==> config.mk <==
export PLATFORM = sky130hd
export DESIGN_NAME = cskipa_wide_seq
export DESIGN_NICKNAME = d
export VERILOG_FILES = /design/src/rtl/cskipa_pkg.sv /design/src/rtl/cskipa_slice_cin.sv /design/src/rtl/cskipa_wide_seq.sv
export SDC_FILE = /design/constraint.sdc
export NUM_CORES = 1
export LEC_CHECK = 0
export ABC_AREA = 1
export ABC_CLOCK_PERIOD_IN_PS = 22100
export CORE_MARGIN = 1
export CORE_UTILIZATION = 55
export CTS_CLUSTER_SIZE = 25
export DETAILED_ROUTE_END_ITERATION = 6
export GPL_ROUTABILITY_DRIVEN = 0
export GPL_TIMING_DRIVEN = 0
export PLACE_DENSITY = 0.84
export SLEW_MARGIN = 0
export SYNTH_ARGS = -nofsm -noshare
export SYNTH_HDL_FRONTEND = slang
export SYNTH_SLANG_ARGS = --single-unit
==> constraint.sdc <==
create_clock -name i_clk -period 22.1 [get_ports i_clk]
set_input_delay 3.315 -clock i_clk [delete_from_list [all_inputs] [get_ports i_clk]]
set_output_delay 3.315 -clock i_clk [all_outputs]
set_load 0.01 [all_outputs]
==> src/rtl/cskipa_pkg.sv <==
`default_nettype none
// +----------------------------------------------------------------------------+
// | Module   : cskipa_pkg                                                      |
// | Desc     : Shared defaults and controller state encoding for the           |
// |            wide-operand sequenced carry-skip adder.                        |
// | Revision : 1.0 - initial release                                           |
// +----------------------------------------------------------------------------+
package cskipa_pkg;

    localparam int c_def_total_w = 96;
    localparam int c_def_slice_w = 24;

    typedef enum logic [1:0] {
        IDLE = 2'd0,
        RUN  = 2'd1,
        DONE = 2'd2
    } state_t;

endpackage : cskipa_pkg
`default_nettype wire

==> src/rtl/cskipa_slice_cin.sv <==
`default_nettype none
// +----------------------------------------------------------------------------+
// | Module   : cskipa_slice_cin                                                |
// | Desc     : Combinational SLICE_W-bit carry-skip adder built from 4-bit     |
// |            ripple groups with per-group skip muxes and a real carry-in.    |
// | Revision : 1.0 - initial release                                           |
// +----------------------------------------------------------------------------+
module cskipa_slice_cin #(
    parameter int SLICE_W = 24
) (
    input  logic [SLICE_W-1:0] i_a,
    input  logic [SLICE_W-1:0] i_b,
    input  logic               i_cin,
    output logic [SLICE_W-1:0] o_sum,
    output logic               o_cout
);

    localparam int GROUPS = SLICE_W / 4;

    if (SLICE_W % 4 != 0) begin : g_chk_slice_w
        $error("cskipa_slice_cin: SLICE_W must be a multiple of 4");
    end

    logic w_c;
    logic w_gc;
    logic w_gp;
    logic w_p;

    // w_c carries between groups; a fully-propagating group forwards its
    // incoming carry directly instead of waiting for its ripple chain.
    always_comb begin
        o_sum = '0;
        w_c   = i_cin;
        w_gc  = 1'b0;
        w_gp  = 1'b0;
        w_p   = 1'b0;
        for (int g = 0; g < GROUPS; g++) begin
            w_gc = w_c;
            w_gp = 1'b1;
            for (int b = 0; b < 4; b++) begin
                w_p              = i_a[4*g+b] ^ i_b[4*g+b];
                o_sum[4*g+b]     = w_p ^ w_gc;
                w_gc             = (i_a[4*g+b] & i_b[4*g+b]) | (w_p & w_gc);
                w_gp             = w_gp & w_p;
            end
            w_c = w_gp ? w_c : w_gc;
        end
        o_cout = w_c;
    end

endmodule : cskipa_slice_cin
`default_nettype wire

==> src/rtl/cskipa_wide_seq.sv <==
`default_nettype none
// +----------------------------------------------------------------------------+
// | Module   : cskipa_wide_seq                                                 |
// | Desc     : Wide adder controller reusing one carry-skip slice over         |
// |            NUM_SLICES cycles, LSB first. Define CSKIPA_WIDE_SEQ_SUB_EN to  |
// |            add the i_sub port (A-B via inverted B and carry-in of 1).      |
// | Revision : 1.0 - initial release                                           |
// +----------------------------------------------------------------------------+
module cskipa_wide_seq
    import cskipa_pkg::*;
#(
    parameter int TOTAL_W = c_def_total_w,
    parameter int SLICE_W = c_def_slice_w
) (
    input  logic               i_clk,
    input  logic               i_rst,
    input  logic               i_valid,
    output logic               o_ready,
    input  logic [TOTAL_W-1:0] i_add_term1,
    input  logic [TOTAL_W-1:0] i_add_term2,
`ifdef CSKIPA_WIDE_SEQ_SUB_EN
    input  logic               i_sub,
`endif
    output logic               o_valid,
    input  logic               i_ready,
    output logic [TOTAL_W-1:0] o_sum,
    output logic               o_cout,
    output logic               o_busy
);

    localparam int NUM_SLICES = TOTAL_W / SLICE_W;
    localparam int CNT_W      = (NUM_SLICES > 1) ? $clog2(NUM_SLICES) : 1;
    localparam int IDX_W      = $clog2(TOTAL_W);
    localparam logic [CNT_W-1:0] C_LAST = CNT_W'(NUM_SLICES - 1);

    if (TOTAL_W % SLICE_W != 0) begin : g_chk_total_w
        $error("cskipa_wide_seq: TOTAL_W must be a multiple of SLICE_W");
    end
    if (NUM_SLICES < 2) begin : g_chk_num_slices
        $error("cskipa_wide_seq: NUM_SLICES must be at least 2");
    end

    state_t             r_state;
    state_t             w_next_state;
    logic [CNT_W-1:0]   r_cnt;
    logic               r_carry;
    logic [TOTAL_W-1:0] r_a;
    logic [TOTAL_W-1:0] r_b;
    logic [TOTAL_W-1:0] r_sum;
    logic               r_cout;
    logic               w_last;
    logic               w_accept;
    logic               w_cin_init;
    logic               w_b_inv;
    logic [IDX_W-1:0]   w_lo;
    logic [SLICE_W-1:0] w_a_sl;
    logic [SLICE_W-1:0] w_b_sl;
    logic [SLICE_W-1:0] w_sl_sum;
    logic               w_sl_cout;

`ifdef CSKIPA_WIDE_SEQ_SUB_EN
    logic r_sub;

    always_ff @(posedge i_clk) begin
        if (i_rst) begin
            r_sub <= 1'b0;
        end else if (w_accept) begin
            r_sub <= i_sub;
        end
    end

    assign w_cin_init = i_sub;
    assign w_b_inv    = r_sub;
`else
    assign w_cin_init = 1'b0;
    assign w_b_inv    = 1'b0;
`endif

    assign w_accept = (r_state == IDLE) && i_valid;
    assign w_last   = (r_cnt == C_LAST);
    assign w_lo     = IDX_W'(r_cnt * SLICE_W);
    assign w_a_sl   = r_a[w_lo +: SLICE_W];
    assign w_b_sl   = r_b[w_lo +: SLICE_W] ^ {SLICE_W{w_b_inv}};

    cskipa_slice_cin #(
        .SLICE_W (SLICE_W)
    ) u_slice (
        .i_a    (w_a_sl),
        .i_b    (w_b_sl),
        .i_cin  (r_carry),
        .o_sum  (w_sl_sum),
        .o_cout (w_sl_cout)
    );

    always_ff @(posedge i_clk) begin
        if (i_rst) begin
            r_state <= IDLE;
        end else begin
            r_state <= w_next_state;
        end
    end

    always_comb begin
        w_next_state = r_state;
        case (r_state)
            IDLE:    if (i_valid) w_next_state = RUN;
            RUN:     if (w_last)  w_next_state = DONE;
            DONE:    if (i_ready) w_next_state = IDLE;
            default: w_next_state = IDLE;
        endcase
    end

    // Result bits are only updated in RUN, so DONE holds them under backpressure.
    always_ff @(posedge i_clk) begin
        if (i_rst) begin
            r_cnt   <= '0;
            r_carry <= 1'b0;
            r_a     <= '0;
            r_b     <= '0;
            r_sum   <= '0;
            r_cout  <= 1'b0;
        end else if (w_accept) begin
            r_cnt   <= '0;
            r_carry <= w_cin_init;
            r_a     <= i_add_term1;
            r_b     <= i_add_term2;
        end else if (r_state == RUN) begin
            r_sum[w_lo +: SLICE_W] <= w_sl_sum;
            r_carry                <= w_sl_cout;
            if (w_last) begin
                r_cout <= w_sl_cout;
            end else begin
                r_cnt <= r_cnt + 1'b1;
            end
        end
    end

    assign o_ready = (r_state == IDLE);
    assign o_valid = (r_state == DONE);
    assign o_busy  = (r_state != IDLE);
    assign o_sum   = r_sum;
    assign o_cout  = r_cout;

endmodule : cskipa_wide_seq
`default_nettype wire

# Word-level counts from Yosys, hierarchy flattened
# Index checks and enable logic that the tools add are counted.
# word_totals
inputBits,196
elab_cells,179
register_bits,294
out_inout_bits,100
# op_classes
bitwise,140
n_eq_ne,6
mul,1
addsub,2
shift,4
n_reduce_logical,8
mux,11
# op_table
operator,count
96-bit by 8-bit indexed part select with 24-bit output,2
96-bit bitwise mux,1
24-bit by 9-bit variable shift with 96-bit output (first input constant),1
24-bit by 9-bit indexed part select with 96-bit output,1
1-bit bitwise AND,66
1-bit bitwise XOR,48
1-bit OR,24
7-bit negation with 9-bit output,1
1-bit two-way mux,6
2-bit two-way mux,3
2-bit one-hot mux with 3 select lines,1
3-bit AND reduction,2
2-bit equality test (second input constant),2
2-bit by 2-bit multiplier with 4-bit output (second input constant),1
2-bit inequality test (second input constant),2
2-bit AND reduction,2
2-bit by 1-bit adder with 2-bit output (second input constant),1
2-bit by 1-bit equality test with 1-bit output (second input constant),1
2-bit zero test,1
2-bit by 1-bit inequality test with 1-bit output (second input constant),1
1-bit NOT,2
2-bit nonzero test,1
2-bit OR reduction,1
1-bit logical AND,1

# Depth between registers and ports, before layout
# Gate-level depths: netlist of run 1.
# depth
depth_word,57
mapped_depth,50
mapped_depth_nobuf,47

# Hierarchy
# A second synthesis of run 1 with hierarchy kept.
# unflattened
hier_cells,1940
hier_area_um2,13810.7
# by_module_without_submodules
mod,seq_area_each_um2,area_each_um2,cells_each,n_inst
cskipa_wide_seq,5885.6,12798.5,1849,1
cskipa_slice_cin,0.0,1012.2,91,1

# Worst setup path before layout of run 1
# No wires, ideal clock.
# synth_timing
path_type,flip-flop to flip-flop
from,register r_cnt[0]
to,register r_sum[31] (netlist: o_sum[31])
period_less_slack_ps,13727
setup_ps,132
t_arrival_ps,13595
path_stages_with_launch,51
path_buffers,3
required_time_ps,21968
path_slack_ps,8373
path_cell_list,dfxtp_1 -> buf_4 -> inv_2 -> buf_2 -> clkbuf_1 -> o21ai_0 -> o22ai_1 -> fa_1 -> inv_1 -> fa_1 -> fa_1 -> fa_1 -> o21ai_0 -> nand2_1 -> fa_1 -> fa_1 -> fa_1 -> fa_1 -> (+15 left out) -> fa_1 -> fa_1 -> fa_1 -> nand2_1 -> nand2_1 -> fa_1 -> fa_1 -> fa_1 -> inv_1 -> fa_1 -> nand2_1 -> o21ai_0 -> inv_1 -> o22ai_2 -> inv_2 -> nor2_1 -> nand2_1 -> a21oi_1
# synth_between
elab_chain_len,57
elab_cells_between_ends,144
cone_classes,add/sub (1); mul (1); shift (4); mux (6); bitwise (132)
# synth_rtl
element,line,source
"start, declared",cskipa_wide_seq.sv:45,logic [CNT_W-1:0] r_cnt;
"start signal, assigned",cskipa_wide_seq.sv:133,r_cnt <= r_cnt + 1'b1;
2-bit by 2-bit multiplier with 4-bit output (*),cskipa_wide_seq.sv:81,assign w_lo = IDX_W'(r_cnt * SLICE_W);
96-bit by 8-bit indexed part select with 24-bit output (on tied branches),"cskipa_wide_seq.sv:82, cskipa_wide_seq.sv:83",
1-bit bitwise XOR,cskipa_slice_cin.sv:41,w_p = i_a[4*g+b] ^ i_b[4*g+b];
1-bit bitwise AND,cskipa_slice_cin.sv:43,w_gc = (i_a[4*g+b] & i_b[4*g+b]) | (w_p & w_gc);
1-bit OR,cskipa_slice_cin.sv:43,
1-bit bitwise AND,cskipa_slice_cin.sv:43,
1-bit OR,cskipa_slice_cin.sv:43,
1-bit bitwise AND,cskipa_slice_cin.sv:43,
(+41 left out),-,
1-bit OR,cskipa_slice_cin.sv:43,
1-bit bitwise AND,cskipa_slice_cin.sv:43,
1-bit OR,cskipa_slice_cin.sv:43,
1-bit bitwise AND,cskipa_slice_cin.sv:43,
1-bit OR,cskipa_slice_cin.sv:43,
1-bit bitwise XOR,cskipa_slice_cin.sv:42,o_sum[4*g+b] = w_p ^ w_gc;
24-bit by 9-bit indexed part select with 96-bit output,cskipa_wide_seq.sv:128,r_sum[w_lo +: SLICE_W] <= w_sl_sum;
96-bit bitwise mux (*),cskipa_wide_seq.sv:128,
"end signal, assigned by index",cskipa_wide_seq.sv:128,
"end, declared",cskipa_wide_seq.sv:49,logic [TOTAL_W-1:0] r_sum;
# Mark *: on every way between the ends. The rest lies on a longest branch, timed or not.
# A chain may end at the register's enable or synchronous reset.

# Worst setup path after layout of run 1
# layout_timing
from,register r_cnt[1]
to,register r_sum[31] (netlist: o_sum[31])
# The elaborated chain is that of the path after synthesis.

==> impl.org, run 1 <==
** Timing
- After routing, the total negative slack on setup checks comes to 0 ns.
- Setup repair after global routing left no endpoint under its margin.
- Final-report hold violation count :: 0
- For the pin with the worst max-slew slack, the measured transition is ~0.87 ns.
- Final Critical Period :: 15.68 ns
- The max-slew violation total from the final report came to 0.
- Period utilization :: 71.0%
- Final WS setup :: 6.42 ns
- Setup violations remaining at the end of the flow were counted as 0.
- Timing would allow up to ~0.064 GHz.
- Tightest slew margin relative to the limit :: 41.9%
- Worst clock skew :: approximately 0.024 ns
- Final hold slack :: ~0.47 ns

** Worst setup path
- Worst path slowest cell :: clkbuf_1
- The worst setup path is launched from a register.
- Crit Path Class :: register to register
- Maximum fanout along the worst path :: 12
- Max stage delay on crit path :: 0.57 ns
- Category of the worst setup path capture point :: register
- Cell repeated most along the worst path :: fa_1
- For the worst setup path, the data arrival time is 16.18 ns.
- For the worst setup path, the data required time is 22.60 ns.

** Final layout
- Registers take 5890 µm².
- Of the cells placed in the final design, the portion with a size suffix greater than 1 is 5.66%.
- Total area of multi-input combinational cells :: 6960 µm²
- The filler cells instantiated in the layout total 1925.
- In the layout the commonest cells are nor2_1 (448), nand2_1 (410), clkdlybuf4s50_1 (294), dfxtp_1 (294), o21ai_0 (245).
- The repair_antennas step left the layout with diodes totalling 0.
- Area growth from synthesis to layout :: 31.1%
- Final Net Count :: 2524
- Leaving out fill and tap cells, the most frequent cell in the layout is nor2_1.
- The count of cells in the finished layout, fillers not included, comes to 2621.

** Floorplanning
- For this design the top-level I/O count stands at about 300.
- The initial utilization of the core area, before any placement, comes to 56.4%.
- Number of placement rows :: 57
- Core Box Area :: 24500 µm²
- In this run the horizontal extent of the chip is 160 µm.
- Die area :: 25700 µm²
- Die height :: roughly 160 µm

** Hold path
- The worst hold path belongs to the class register to register.

** Pwr
- Combinational group share of total power :: 23.1%
- Net switching is 31.3% of the power.
- Leakage power summed over all cells :: 7.08 nW
- Largest vdd supply drop :: 0.0527 mV
- The share of total power dissipated in the clock network is 35.0%.
- Switching Power :: 0.439 mW
- Internal power comes to 0.963 mW.
- Sequential Power Share :: 41.9%
- PD cells :: about 78 nW/µm²
- Total power draw :: about 1.4 mW

** Synth
- For this run, the leading register cell type out of synthesis is dfxtp_1.
- Summing the areas of all compound-gate instances in the mapped netlist gives a little under a fifth of the synthesized area.
- The cell area that synthesis handed to floorplanning was 13800 µm².
- Mux cell area share after synthesis :: 0%
- Main combinational cell family by area after synthesis :: simple AND/OR/NAND/NOR gates
- During synthesis, Yosys emitted a total of 0 warnings.
- Fraction of synthesis flops using an asynchronous set or reset pin :: 0%
- Number of register bits inferred by synthesis :: 294
- XOR/XNOR share of the synthesized area :: 0%
- In the synthesized netlist, the number of instances is a little under 2000.
- Simple-Gate Fraction of Synth Area :: around 25%
- In this run, synthesis inferred 0 flip-flops with an integrated enable.
- Mean instance size in the synthesized netlist :: 7.07 µm²
- Sequential fraction of the synthesis area :: 42.7%
- The synthesized netlist devotes 6.21% of its cell area to adder and majority cells.
- Counting every net in the synthesized netlist gives 2199.
- Distinct cell type count after synthesis :: 34

** Clocking
- After clock tree synthesis, the clock-pin slew on the worst setup and hold paths is 0.07 ns.
- H-tree levels :: 1
- Hold buffer count at CTS :: 0
- In this run the clock root is driven by a clkbuf_16.
- Setup Fix Bufs, Post-CTS :: 0
- TritonCTS buffer count :: 29
- TritonCTS built the clock tree.
- Cts repair resizes :: 0
- Sinks on Clock Net :: 294
- Clock latency on the worst-skew pair :: 0.57 ns
- The clock passes through at most 3 buffers.

** Detailed routing
- Detailed routing inserted a total of 15100 vias.
- Post-detailed-route count of antenna-violating nets :: 0
- After detailed routing, the total wire length is between 40 and 50 mm.
- In the routed design, unresolved DRC markers number 1.
- Detailed-routing iteration count for the pre-antenna-repair pass :: 7
- Average detailed-routed wire length per instance :: 18.8 µm
- The detailed router finished its first iteration with 1587 violations.
- Dividing the detail-routed via count by the number of cells gives 5.76.

** Status
- The run finished, with violations left.
- The final reports fail on DRC.

** GRT
- Entering global routing, the biggest net connects 15 pins.
- Global routing consumed, over all layers together, a little under two fifths of the routing resources.
- After global routing the overflow that remains totals 0.
- The number of antenna violations at the first check in global routing was 0.
- The first global-routing pass estimated 75.2 mm of wire.
- The via count of the first global-routing pass came to between 10000 and 15000.

** Placement
- Including well taps, the total number of placed cells is 2567.
- Prior to clock tree synthesis, the placed netlist has a worst setup slack of slightly below 7 ns.
- Number of buffers inserted by port buffering :: 294
- Detailed Place HPWL :: between 30 and 40 mm

** Run
- Number of max-cap violations :: 0
[power by group through the flow]
stage	sequential, mW	combinational (mW)	clock, mW
detailed placement	0.598	0.309	0
floorplan	0.592	0.181	0
CTS	0.586	0.311	0.487
global route	0.590	0.349	0.511
finish	0.587	0.324	0.491
global placement	0.596	0.302	0
[area by class of cell]
type,count,area share (%)
Inverter,91,1.89
Sequential cell,294,32.6
Clock buffer,46,4.92
Buffer,138,3.35
Multi-Input combinational cell,1426,38.5
Clock inverter,8,0.298
Tap cell,324,2.24
Timing Repair Buffer,294,16.3
[worst max-delay path, delay by kind of cell (launching register included)]
family	cells	cell delay, ns
flip-flops	1	0.44
adder cells (fa/ha/maj)	24	10.35
AND/OR/NAND/NOR	11	1.93
buffers and inverters	7	1.46
AO/OA/AOI/OAI	7	1.42
[registers in the layout, indices dropped and copies added (netlist names)]
register	cells
o_sum	96
r_a	96
r_b	96
r_cnt	2
r_state	2
o_cout	1
r_carry	1
[worst paths after layout]
| check | start | end | slack [ns] | cells after the start |
|---|---|---|---|---|
| setup / recovery | r_cnt[1] | o_sum[31] | 6.42 | 49 |
| hold reg to reg | o_sum[25] | o_sum[25] | 0.47 | 2 |
| setup reg to reg | r_cnt[1] | o_sum[31] | 6.42 | 49 |
| hold / removal | o_sum[25] | o_sum[25] | 0.47 | 2 |
[metrics by stage]
stage / area, µm² / util, %
5_1_grt: 18100 / 73.9
2_1_floorplan: 13800 / -
4_1_cts: 18100 / 73.9
6_report: 18100 / 73.9
3_3_place_gp: 17100 / 70.1
3_5_place_dp: 17100 / 70.1
[cells by family (layout without fill, tap and decap cells)]
| kind of cell | count (synthesis) | after routing |
|---|---|---|
| AOI/OAI and AO/OA | 474 | 474 |
| adders and majority gates | 54 | 54 |
| buffers and inverters | 229 | 577 |
| DFF | 294 | 294 |
| and+or+nand+nor | 898 | 898 |
[per-layer routing]
metal,part of all wire [%],track usage [%],vias to the layer above
met3,11,7.62,248
met1,36,44.6,6826
met2,45,61.9,1052
met4,7.1,24.7,0
li1,-,-,6976
met5,0,0,-
[cells in the mapped netlist (all sizes together) (9+ instances only)]
cell type | count | area [µm²]
buf | 59 | 309
ha | 30 | 375
a21oi | 144 | 721
nand3 | 14 | 70.1
a32oi | 44 | 385
o31ai | 9 | 67.6
o21ai | 260 | 1300
dfxtp | 294 | 5890
nor2 | 457 | 1760
clkbuf | 79 | 297
fa | 24 | 480
inv | 91 | 342
nand2 | 415 | 1580
(Power assumes the default switching activity.)
==> run 2: changes to the inputs <==
--- a/config.mk
+++ b/config.mk
@@ -6,14 +6,14 @@
 export NUM_CORES = 1
 export LEC_CHECK = 0
 export ABC_AREA = 1
-export ABC_CLOCK_PERIOD_IN_PS = 22100
+export ABC_CLOCK_PERIOD_IN_PS = 16000
 export CORE_MARGIN = 1
-export CORE_UTILIZATION = 55
+export CORE_UTILIZATION = 51
 export CTS_CLUSTER_SIZE = 25
 export DETAILED_ROUTE_END_ITERATION = 6
 export GPL_ROUTABILITY_DRIVEN = 0
 export GPL_TIMING_DRIVEN = 0
-export PLACE_DENSITY = 0.84
+export PLACE_DENSITY = 0.78
 export SLEW_MARGIN = 0
 export SYNTH_ARGS = -nofsm -noshare
 export SYNTH_HDL_FRONTEND = slang
==> constraint.sdc (replaced) <==
create_clock -name i_clk -period 16 [get_ports i_clk]
set_input_delay 2.4 -clock i_clk [delete_from_list [all_inputs] [get_ports i_clk]]
set_output_delay 2.4 -clock i_clk [all_outputs]
set_load 0.01 [all_outputs]
==> impl.org, run 2 (synthesis results as in run 1) <==
** Timing
- The post-route clock period utilization was 96.0% (+25 points).
- The max-slew violation total from the final report is 0 (unchanged).
- The worst clock skew came to 0.0122 ns (-0.0115 ns).
- Setup TNS :: 0 ns (unchanged)
- The transition time at the pin with the least slew margin is 0.834 ns (-0.0370 ns).
- The maximum frequency from static timing analysis came to 0.0651 GHz (+2.1%).
- Final setup fails :: 0 (unchanged)
- Final hold slack :: 0.468 ns (+0.00304 ns)
- The final critical-path required period is 15.36 ns (-0.319 ns).
- The hold violation count in the final report is 0 (unchanged).
- Tightest slew margin relative to the limit :: 44.4% (+2.5 points)
- Setup repair after global routing left no endpoint under its margin.

** Final layout
- Share of cells above drive strength 1 :: 5.80% (+0.14 points)
- Total area of multi-input combinational cells :: 6960 µm² (unchanged)
- Filler-free cell count of the finished design :: 2630 (+0.34%)
- The area of all placed cells without fillers was 18100 µm² (+0.36%).
- Leaving out fill and tap cells, the most frequent cell in the layout is nor2_1.
- Final Net Count :: 2522 (-0.079%)
- The area growth from synthesis to layout is 31.6%.
- Top library cells by usage in the layout, fill and taps aside :: nor2_1 (448), nand2_1 (410), clkdlybuf4s50_1 (294), dfxtp_1 (294), o21ai_0 (245)
- The number of inserted filler cells in the final layout is 2255 (+17%).
- The antenna cell count was 0 (unchanged).
- The storage element area came to 5890 µm² (unchanged).

** Status
- Violated checks :: DRC
- The run finished, with violations left.

** Placement
- The post-placement cell area was 17200 µm² (about the same).
- The port buffer count came to 294 (unchanged).
- The cell count after placement is 2578 (+0.43%).
- Detailed Place HPWL :: 39.2 mm (+3.2%)

** GRT
- Antenna violations before repair :: 0 (unchanged)
- Via count of the first global-routing pass :: 14300 (-0.070%)
- Maximum number of pins on one net before global-route repair :: 16 (+1)
- GRT Total Usage :: 36.1% (-1.5 points)
- Global route overflow :: 0 (unchanged)
- Wire length of the first global-routing pass :: 78.0 mm (+3.7%)

** Clocking
- The clock insertion delay at the later pin of the skew report was 0.57 ns (about the same).
- The setup fix buffers added after clock tree synthesis was 0 (unchanged).
- Sinks on Clock Net :: 294 (unchanged)
- The clock transition time at the flip-flop clock pins of the worst setup and hold paths is 0.07 ns (about the same).
- TritonCTS buffer count :: 29 (unchanged)
- The deepest level of the CTS H-tree was 1 (unchanged).
- CTS Root Buffer Type :: clkbuf_16
- TritonCTS clock tree :: built
- Max Buffers Root-to-Sink :: 3 (unchanged)
- Cts repair resizes :: 0 (unchanged)
- The number of buffers inserted for hold repair after clock tree synthesis is 0 (unchanged).

** Detailed routing
- Average detailed-routed wire length per instance :: 19.3 µm (+2.7%)
- The detailed-route wire length was 50.7 mm (+3.1%).
- Detailed-routing iteration count for the pre-antenna-repair pass :: 7 (unchanged)
- Number of DRC markers in iteration 0 :: 1751 (+10%)
- Remaining design rule violation count :: 18 (+17)
- The detailed-route vias per instance is 5.69 (-1.3%).
- The residual antenna-violating net count after detailed routing came to 0 (unchanged).
- Vias :: 15000 (-0.95%)

** Worst setup path
- Category of the worst setup path capture point :: register
- The worst path arrival time is 15.86 ns (-0.32 ns).
- Worst reg-to-reg path cell count :: 50 (+2.0%)
- On the critical path, the stage with the largest delay is an instance of fa_1.
- The most numerous cell type found on the critical path is fa_1.
- The setup path with the least slack is of type register to register.
- The largest fanout on the critical path is 12 (unchanged).
- Launching element type of the critical path :: register
- Critical path required time :: 16.50 ns (-6.10 ns)
- Max stage delay on crit path :: 0.50 ns (-0.07 ns)

** Hold path
- Worst min-delay path category :: register to register
- The instance count along the most critical hold path was 2 (unchanged).

** Floorplanning
- Die area :: 27700 µm² (+7.7%)
- Initial core utilization :: 52.5% (-3.9 points)
- Number of ports placed on the die boundary :: 296 (unchanged)
- The die extent in x was 166 µm (+3.8%).
- Die height :: 166 µm (+3.8%)
- The number of standard-cell rows in the floorplan is 59 (+3.5%).
- The area of the core is 26300 µm² (+7.4%).

** Pwr
- PD cells :: 109 nW/µm² (+41%)
- The total leakage power is 7.11 nW (+0.49%).
- The worst vdd rail ir drop came to 0.0809 mV (+54%).
- Total power draw :: 1.98 mW (+41%)

** Run
- The count of max-cap constraint violations was 0 (unchanged).
-- run 2: metal layers --
layer	routed length, µm	GRT usage [%]	vias up	part of all wire [%]
met4	3000	18.1	0	5.9
met1	18900	43.9	6787	37
met2	23500	61.7	990	46
met3	5280	6.23	230	10
met5	0	0	-	0
li1	-	-	6951	-
-- run 2: worst paths after layout --
kind                                 from         to  slack, ns
worst max-delay path             r_cnt[0]  o_sum[95]       0.64
worst max register to register   r_cnt[0]  o_sum[95]       0.64
worst min register to register  o_sum[93]  o_sum[93]       0.47
worst min-delay path            o_sum[93]  o_sum[93]       0.47
-- run 2: through the flow --
stage / util [%] / setup WS, ns
after CTS: 69.1 / 0.531
after global placement: 65.3 / 0.978
final: 69.0 / 0.639
after detailed placement: 65.3 / 0.671
after floorplan: - / 2.27
after global routing: 69.0 / 0.104
-- run 2: final cells by class --
class	instances	share of cell area [%]
clock buffer	45	4.88
clock inverter	9	0.627
timing repair buffer	294	16.2
inverter	91	1.88
multi-input combinational	1426	38.3
sequential	294	32.4
buffer	136	3.31
tap	335	2.31
-- run 2: where the power goes --
part / switching (mW) / internal, mW
clock network: 0.301 / 0.414
logic: 0.284 / 0.169
registers: 0.0309 / 0.781
-- run 2: worst max-delay path, delay by kind of cell, from the launching register on --
| family | cells | cell delay [ns] |
|---|---|---|
| AND/OR/NAND/NOR | 11 | 1.92 |
| flip-flops | 1 | 0.35 |
| adder cells (fa/ha/maj) | 24 | 10.49 |
| AO/OA/AOI/OAI | 7 | 1.29 |
| buffers and inverters | 8 | 1.21 |
